===== src/rtl/match_controller.sv =====
// Match sequencing for a paddle game: serve delay, point scoring, win detection and start/pause.
// Optional pause support is enabled by defining MATCH_CTRL_PAUSE_EN.
module match_controller #(
   parameter int unsigned X_POS_W       = 10,
   parameter int unsigned SCORE_W       = 4,
   parameter int unsigned WIN_SCORE     = 7,
   parameter int unsigned SERVE_FRAMES  = 60,
   parameter int unsigned SCREEN_H_RES  = 640,
   parameter int unsigned SCREEN_BORDER = 10
) (
   input  logic               clk_i,
   input  logic               rst_ni,
   input  logic               new_frame_i,
   input  logic               start_key_i,
   input  logic [X_POS_W-1:0] ball_x_i,
   output logic               run_o,
   output logic               ball_reset_o,
   output logic [SCORE_W-1:0] player_score_o,
   output logic [SCORE_W-1:0] enemy_score_o,
   output logic [2:0]         state_o,
   output logic               winner_o
);

   localparam logic [2:0] StIdle     = 3'd0;
   localparam logic [2:0] StServe    = 3'd1;
   localparam logic [2:0] StPlay     = 3'd2;
   localparam logic [2:0] StPoint    = 3'd3;
   localparam logic [2:0] StGameOver = 3'd4;
`ifdef MATCH_CTRL_PAUSE_EN
   localparam logic [2:0] StPaused   = 3'd5;
`endif

   localparam int unsigned        CntW      = $clog2(SERVE_FRAMES + 1);
   localparam logic [CntW-1:0]    CntLast   = CntW'(SERVE_FRAMES - 1);
   localparam logic [SCORE_W-1:0] ScoreMax  = '1;
   localparam logic [SCORE_W-1:0] WinScore  = SCORE_W'(WIN_SCORE);
   localparam logic [X_POS_W-1:0] RightLim  = X_POS_W'(SCREEN_H_RES);
   localparam logic [X_POS_W-1:0] LeftLim   = X_POS_W'(SCREEN_BORDER);

   logic [2:0]         state_q, state_d;
   logic [CntW-1:0]    cnt_q, cnt_d;
   logic [SCORE_W-1:0] player_q, player_d;
   logic [SCORE_W-1:0] enemy_q, enemy_d;
   logic               winner_q, winner_d;
   logic               run_q, run_d;
   logic               ball_reset_q, ball_reset_d;
   logic               pt_player_q, pt_player_d;
   logic               start_q;
   // Blocks the first cycle after reset so a held key cannot look like a fresh press.
   logic               armed_q;
   logic               start_press;

   assign start_press = start_key_i & ~start_q & armed_q;

   always_comb begin
      state_d      = state_q;
      cnt_d        = cnt_q;
      player_d     = player_q;
      enemy_d      = enemy_q;
      winner_d     = winner_q;
      pt_player_d  = pt_player_q;
      ball_reset_d = 1'b0;
      case (state_q)
         StIdle: begin
            if (start_press) begin
               player_d     = '0;
               enemy_d      = '0;
               winner_d     = 1'b0;
               cnt_d        = '0;
               ball_reset_d = 1'b1;
               state_d      = StServe;
            end
         end
         StServe: begin
            if (new_frame_i) begin
               if (cnt_q == CntLast) begin
                  cnt_d   = '0;
                  state_d = StPlay;
               end else begin
                  cnt_d = cnt_q + 1'b1;
               end
            end
         end
         StPlay: begin
            // A scoring frame wins over a simultaneous start press.
            if (new_frame_i && (ball_x_i > RightLim)) begin
               enemy_d      = (enemy_q == ScoreMax) ? enemy_q : enemy_q + 1'b1;
               pt_player_d  = 1'b0;
               ball_reset_d = 1'b1;
               state_d      = StPoint;
            end else if (new_frame_i && (ball_x_i < LeftLim)) begin
               player_d     = (player_q == ScoreMax) ? player_q : player_q + 1'b1;
               pt_player_d  = 1'b1;
               ball_reset_d = 1'b1;
               state_d      = StPoint;
`ifdef MATCH_CTRL_PAUSE_EN
            end else if (start_press) begin
               state_d = StPaused;
`endif
            end
         end
         StPoint: begin
            if (pt_player_q ? (player_q == WinScore) : (enemy_q == WinScore)) begin
               winner_d = pt_player_q;
               state_d  = StGameOver;
            end else begin
               state_d = StServe;
            end
         end
         StGameOver: begin
            if (start_press) state_d = StIdle;
         end
`ifdef MATCH_CTRL_PAUSE_EN
         StPaused: begin
            if (start_press) state_d = StPlay;
         end
`endif
         default: state_d = StIdle;
      endcase
      run_d = (state_d == StPlay);
   end

   always_ff @(posedge clk_i or negedge rst_ni) begin
      if (!rst_ni) begin
         state_q      <= StIdle;
         cnt_q        <= '0;
         player_q     <= '0;
         enemy_q      <= '0;
         winner_q     <= 1'b0;
         pt_player_q  <= 1'b0;
         run_q        <= 1'b0;
         ball_reset_q <= 1'b0;
         start_q      <= 1'b0;
         armed_q      <= 1'b0;
      end else begin
         state_q      <= state_d;
         cnt_q        <= cnt_d;
         player_q     <= player_d;
         enemy_q      <= enemy_d;
         winner_q     <= winner_d;
         pt_player_q  <= pt_player_d;
         run_q        <= run_d;
         ball_reset_q <= ball_reset_d;
         start_q      <= start_key_i;
         armed_q      <= 1'b1;
      end
   end

   assign run_o          = run_q;
   assign ball_reset_o   = ball_reset_q;
   assign player_score_o = player_q;
   assign enemy_score_o  = enemy_q;
   assign state_o        = state_q;
   assign winner_o       = winner_q;

endmodule


===== config.mk =====
export PLATFORM = sky130hd
export DESIGN_NAME = match_controller
export DESIGN_NICKNAME = d
export VERILOG_FILES = /design/src/rtl/match_controller.sv
export SDC_FILE = /design/constraint.sdc
export NUM_CORES = 1
export LEC_CHECK = 0
export ABC_AREA = 1
export BUFFER_PORTS_ARGS = -buffer_cell sky130_fd_sc_hd__buf_2
export CAP_MARGIN = 10
export CORE_ASPECT_RATIO = 0.6
export CORE_MARGIN = 2
export CORE_UTILIZATION = 50
export CTS_CLUSTER_DIAMETER = 150
export DETAILED_ROUTE_END_ITERATION = 16
export HOLD_SLACK_MARGIN = 0.15
export PLACE_DENSITY = 0.74
export SETUP_SLACK_MARGIN = 0.1
export SYNTH_ARGS = -nofsm -noshare
export SYNTH_HDL_FRONTEND = slang
export SYNTH_SLANG_ARGS = --single-unit

===== constraint.sdc =====
create_clock -name clk_i -period 1.8 [get_ports clk_i]
set_input_delay 0.09 -clock clk_i [delete_from_list [all_inputs] [get_ports clk_i]]
set_output_delay 0.09 -clock clk_i [all_outputs]
set_load 0.03 [all_outputs]

==> summary.txt <==
Outcome
  • Status: finished clean

Yosys
  • Syn avg cell area: 7.70 sq um
  • Post-synth top cells: nand2_1 (38), inv_1 (27), nor2_1 (25)
  • Synth Area in Compound Gates: 0.0771
  • Sequential-to-total area share from yosys stat: 0.417
  • Cell taking the most area after synthesis: dfrtp_1
  • Post-Synthesis Cells: 179
  • Largest family of logic cells by synthesized area: simple AND/OR/NAND/NOR gates
  • EDFF count, synth: 0
  • Synthesized Nets: 196
  • Multiplexer share of the synthesized area: 0
  • XOR/XNOR Fraction of Synth Area: 0.00635
  • Adder-Cell Fraction of Synth Area: 0.0272
  • Mapped cell area: 1380 sq um
  • Count leader, synth: nand2_1
  • Top_reg_cell synth: dfrtp_1
  • Synthesis-stage register bit count: 23
  • Top cells by area, synth: dfrtp_1 (42%), nand2_1 (10%), inv_1 (7.4%)
  • Asr flop ratio synth: 1.00
  • Simple-gate portion of the synthesized area: 0.382
  • Synth Warn #: 0
  • Library cells used by synthesis: 26
  • Post-synth top area share: 0.417

Pwr
  • Sw frac: 0.355
  • Worst vdd ir: 0.444 mV
  • Pint: 920 uW
  • Comb pwr share: 0.288
  • Clock power share: 0.230
  • Flop pwr share: 0.482
  • P_sw: 505 uW
  • Cell leakage power: 0.000912 uW
  • Power density cells: 878 nW/um^2
  • Final total power: 1430 uW

Die
  • FP Rows: 14
  • Die Footprint: 3210 sq um
  • # IOs: 28
  • Core area: 2560 sq um
  • Initial Utilization: 0.539
  • Die Wd: 71.8 um
  • Die Y: 44.7 um

Route
  • Initial DRC Count: 89
  • WL final: 3100 um
  • Routed length per instance: 12.7 um
  • 1st-pass router iterations: 4
  • DRC: 0
  • Vias per inst: 5.14
  • Post-route ant nets: 0
  • Total number of vias: 1,255

Cells and area
  • Fill count: 223
  • Final Core Density: 0.635
  • Area Overhead vs Synth: 17.7%
  • Nets: 230
  • Ant. Diodes: 0
  • Layout cell share with drive strength beyond 1: 0.264

Timing
  • Final clock skew: 0.0105 ns
  • Hold Fails Final Rpt: 0
  • Setup tns final: 0 ns
  • Fmax: 0.638 GHz
  • Slew Limit Fails: 0
  • Final setup margin: 0.232 ns
  • Worst Max-Slew Pin Slew: 0.529 ns
  • Slew headroom: 0.647
  • Unrepaired setup endpoints after global routing: false
  • Final setup violation count: 0
  • Hold Slack: 0.227 ns
  • Fin crit share: 0.871
  • Crit path time final: 1.57 ns

Clock network
  • CTS max path bufs: 2
  • CTS root buf: clkbuf_8
  • Cts bufs inserted: 3
  • Reg clk slew, reported paths: 0.08 ns
  • H-Tree Depth: 1
  • Post-CTS Setup Repair Bufs: 0
  • Worst-Skew Late Latency: 0.27 ns
  • TritonCTS clock tree: yes
  • Clock Sinks: 23

Critical path
  • CP required: 2.00 ns
  • Crit path kind: register to register
  • Startpoint types: register
  • CP max FO: 5
  • Setup crit end kind: register
  • Crit path DAT: 1.77 ns

Run
  • Max cap viols: 0

Place
  • Detailed Place HPWL: 2420 um
  • Post-Place Setup Slack: 0.301 ns
  • Buffers on Ports: 27
  • Routability cong.: 0.922

GRT
  • GRT Util Overall: 0.223
  • Initial antenna violation count: 0
  • Vias in the first global route: 1,174
  • Grt ovf: 0
  • First-pass GRT wire length: 5350 um
  • Largest net degree at the start of global routing: 24

Min path
  • Worst hold path type: primary input to register
-- worst max-delay path: stages (launching register included) --
cell and delay (ns):
dfrtp_1 0.42, ha_2 0.26, inv_1 0.05, nor2_1 0.12, nand3_2 0.16, nand2_4 0.13, nand2_2 0.05, nor2_2 0.11
nand3_2 0.10, nor2_2 0.10
-- flip-flops by register name, summed over array words and instances (netlist names) --
signal          count
cnt_q               6
enemy_score_o       4
player_score_o      4
state_o             3
armed_q             1
ball_reset_o        1
pt_player_q         1
run_o               1
start_q             1
winner_o            1
-- metal layers --
layer	track usage	vias to the layer above	wire length (um)
li1	-	629	-
met2	0.328	55	1260
met3	0.0592	4	265
met1	0.327	567	1530
met4	0.0604	0	42
met5	0	-	0
-- per-stage QoR --
step	cells	instance area [sq um]
2_1_floorplan	179	1380
3_3_place_gp	238	1550
3_5_place_dp	238	1550
4_1_cts	244	1620
5_1_grt	244	1620
6_report	244	1620
-- power groups by stage --
stage	Clock [uW]	Combinational, uW	Sequential, uW
floorplan	0	266	696
global placement	0	376	686
finish	328	411	687
detailed placement	0	390	692
CTS	334	395	680
global route	353	467	701
-- placed cells by master, fill, tap and decap left out, drive strengths merged --
cell | synthesis | final
xor2 | 1 | 1
a31oi | 2 | 2
nand3b | 1 | 1
nand3 | 15 | 15
inv | 32 | 32
clkbuf | 0 | 3
nor2 | 34 | 34
clkinv | 0 | 1
dfrtp | 23 | 23
o211ai | 2 | 2
a22o | 1 | 1
o21ai | 5 | 5
a21oi | 3 | 3
conb | 1 | 1
nor3b | 1 | 1
ha | 3 | 3
o21a | 4 | 4
nand4 | 5 | 5
nor3 | 1 | 1
nand2 | 45 | 45
buf | 0 | 27
dlygate4sd3 | 0 | 2
-- logic make-up (layout without fill, tap and decap cells) --
family                     after synthesis  in the layout
AOI/OAI and AO/OA                       17             17
xor gates and xnor gates                 1              1
adders and majority gates                3              3
buffers and inverters                   32             65
DFF                                     23             23
other                                    1              1
and+or+nand+nor                        102            102
-- final timing paths --
check | from | endpoint | slack [ns] | cells past startpoint
max | cnt_q[0] | run_o | 0.23 | 9
min | new_frame_i | ball_reset_o | 0.23 | 3
max reg2reg | cnt_q[0] | run_o | 0.23 | 9
min reg2reg | player_score_o[1] | player_score_o[1] | 0.54 | 2
max in group asynchronous | rst_ni | pt_player_q | 1.11 | 2
min in group asynchronous | rst_ni | cnt_q[1] | 0.33 | 2
-- area by class of cell --
class / instances / area (sq um) / area share
Multi-Input combinational cell: 124 / 686 / 0.423
Sequential cell: 23 / 576 / 0.355
Timing Repair Buffer: 29 / 155 / 0.0956
Inverter: 32 / 120 / 0.0740
Clock buffer: 3 / 41.3 / 0.0254
Tap cell: 32 / 40.0 / 0.0247
Clock inverter: 1 / 5.00 / 0.00308
-- repair_timing --
action,in CTS,in global routing
endpoints found under the setup margin,0,1
resized for setup,0,1
hold buffers,2,0
hold endpoints to repair,24,0
Note: power is estimated with default switching activity, not from simulation.
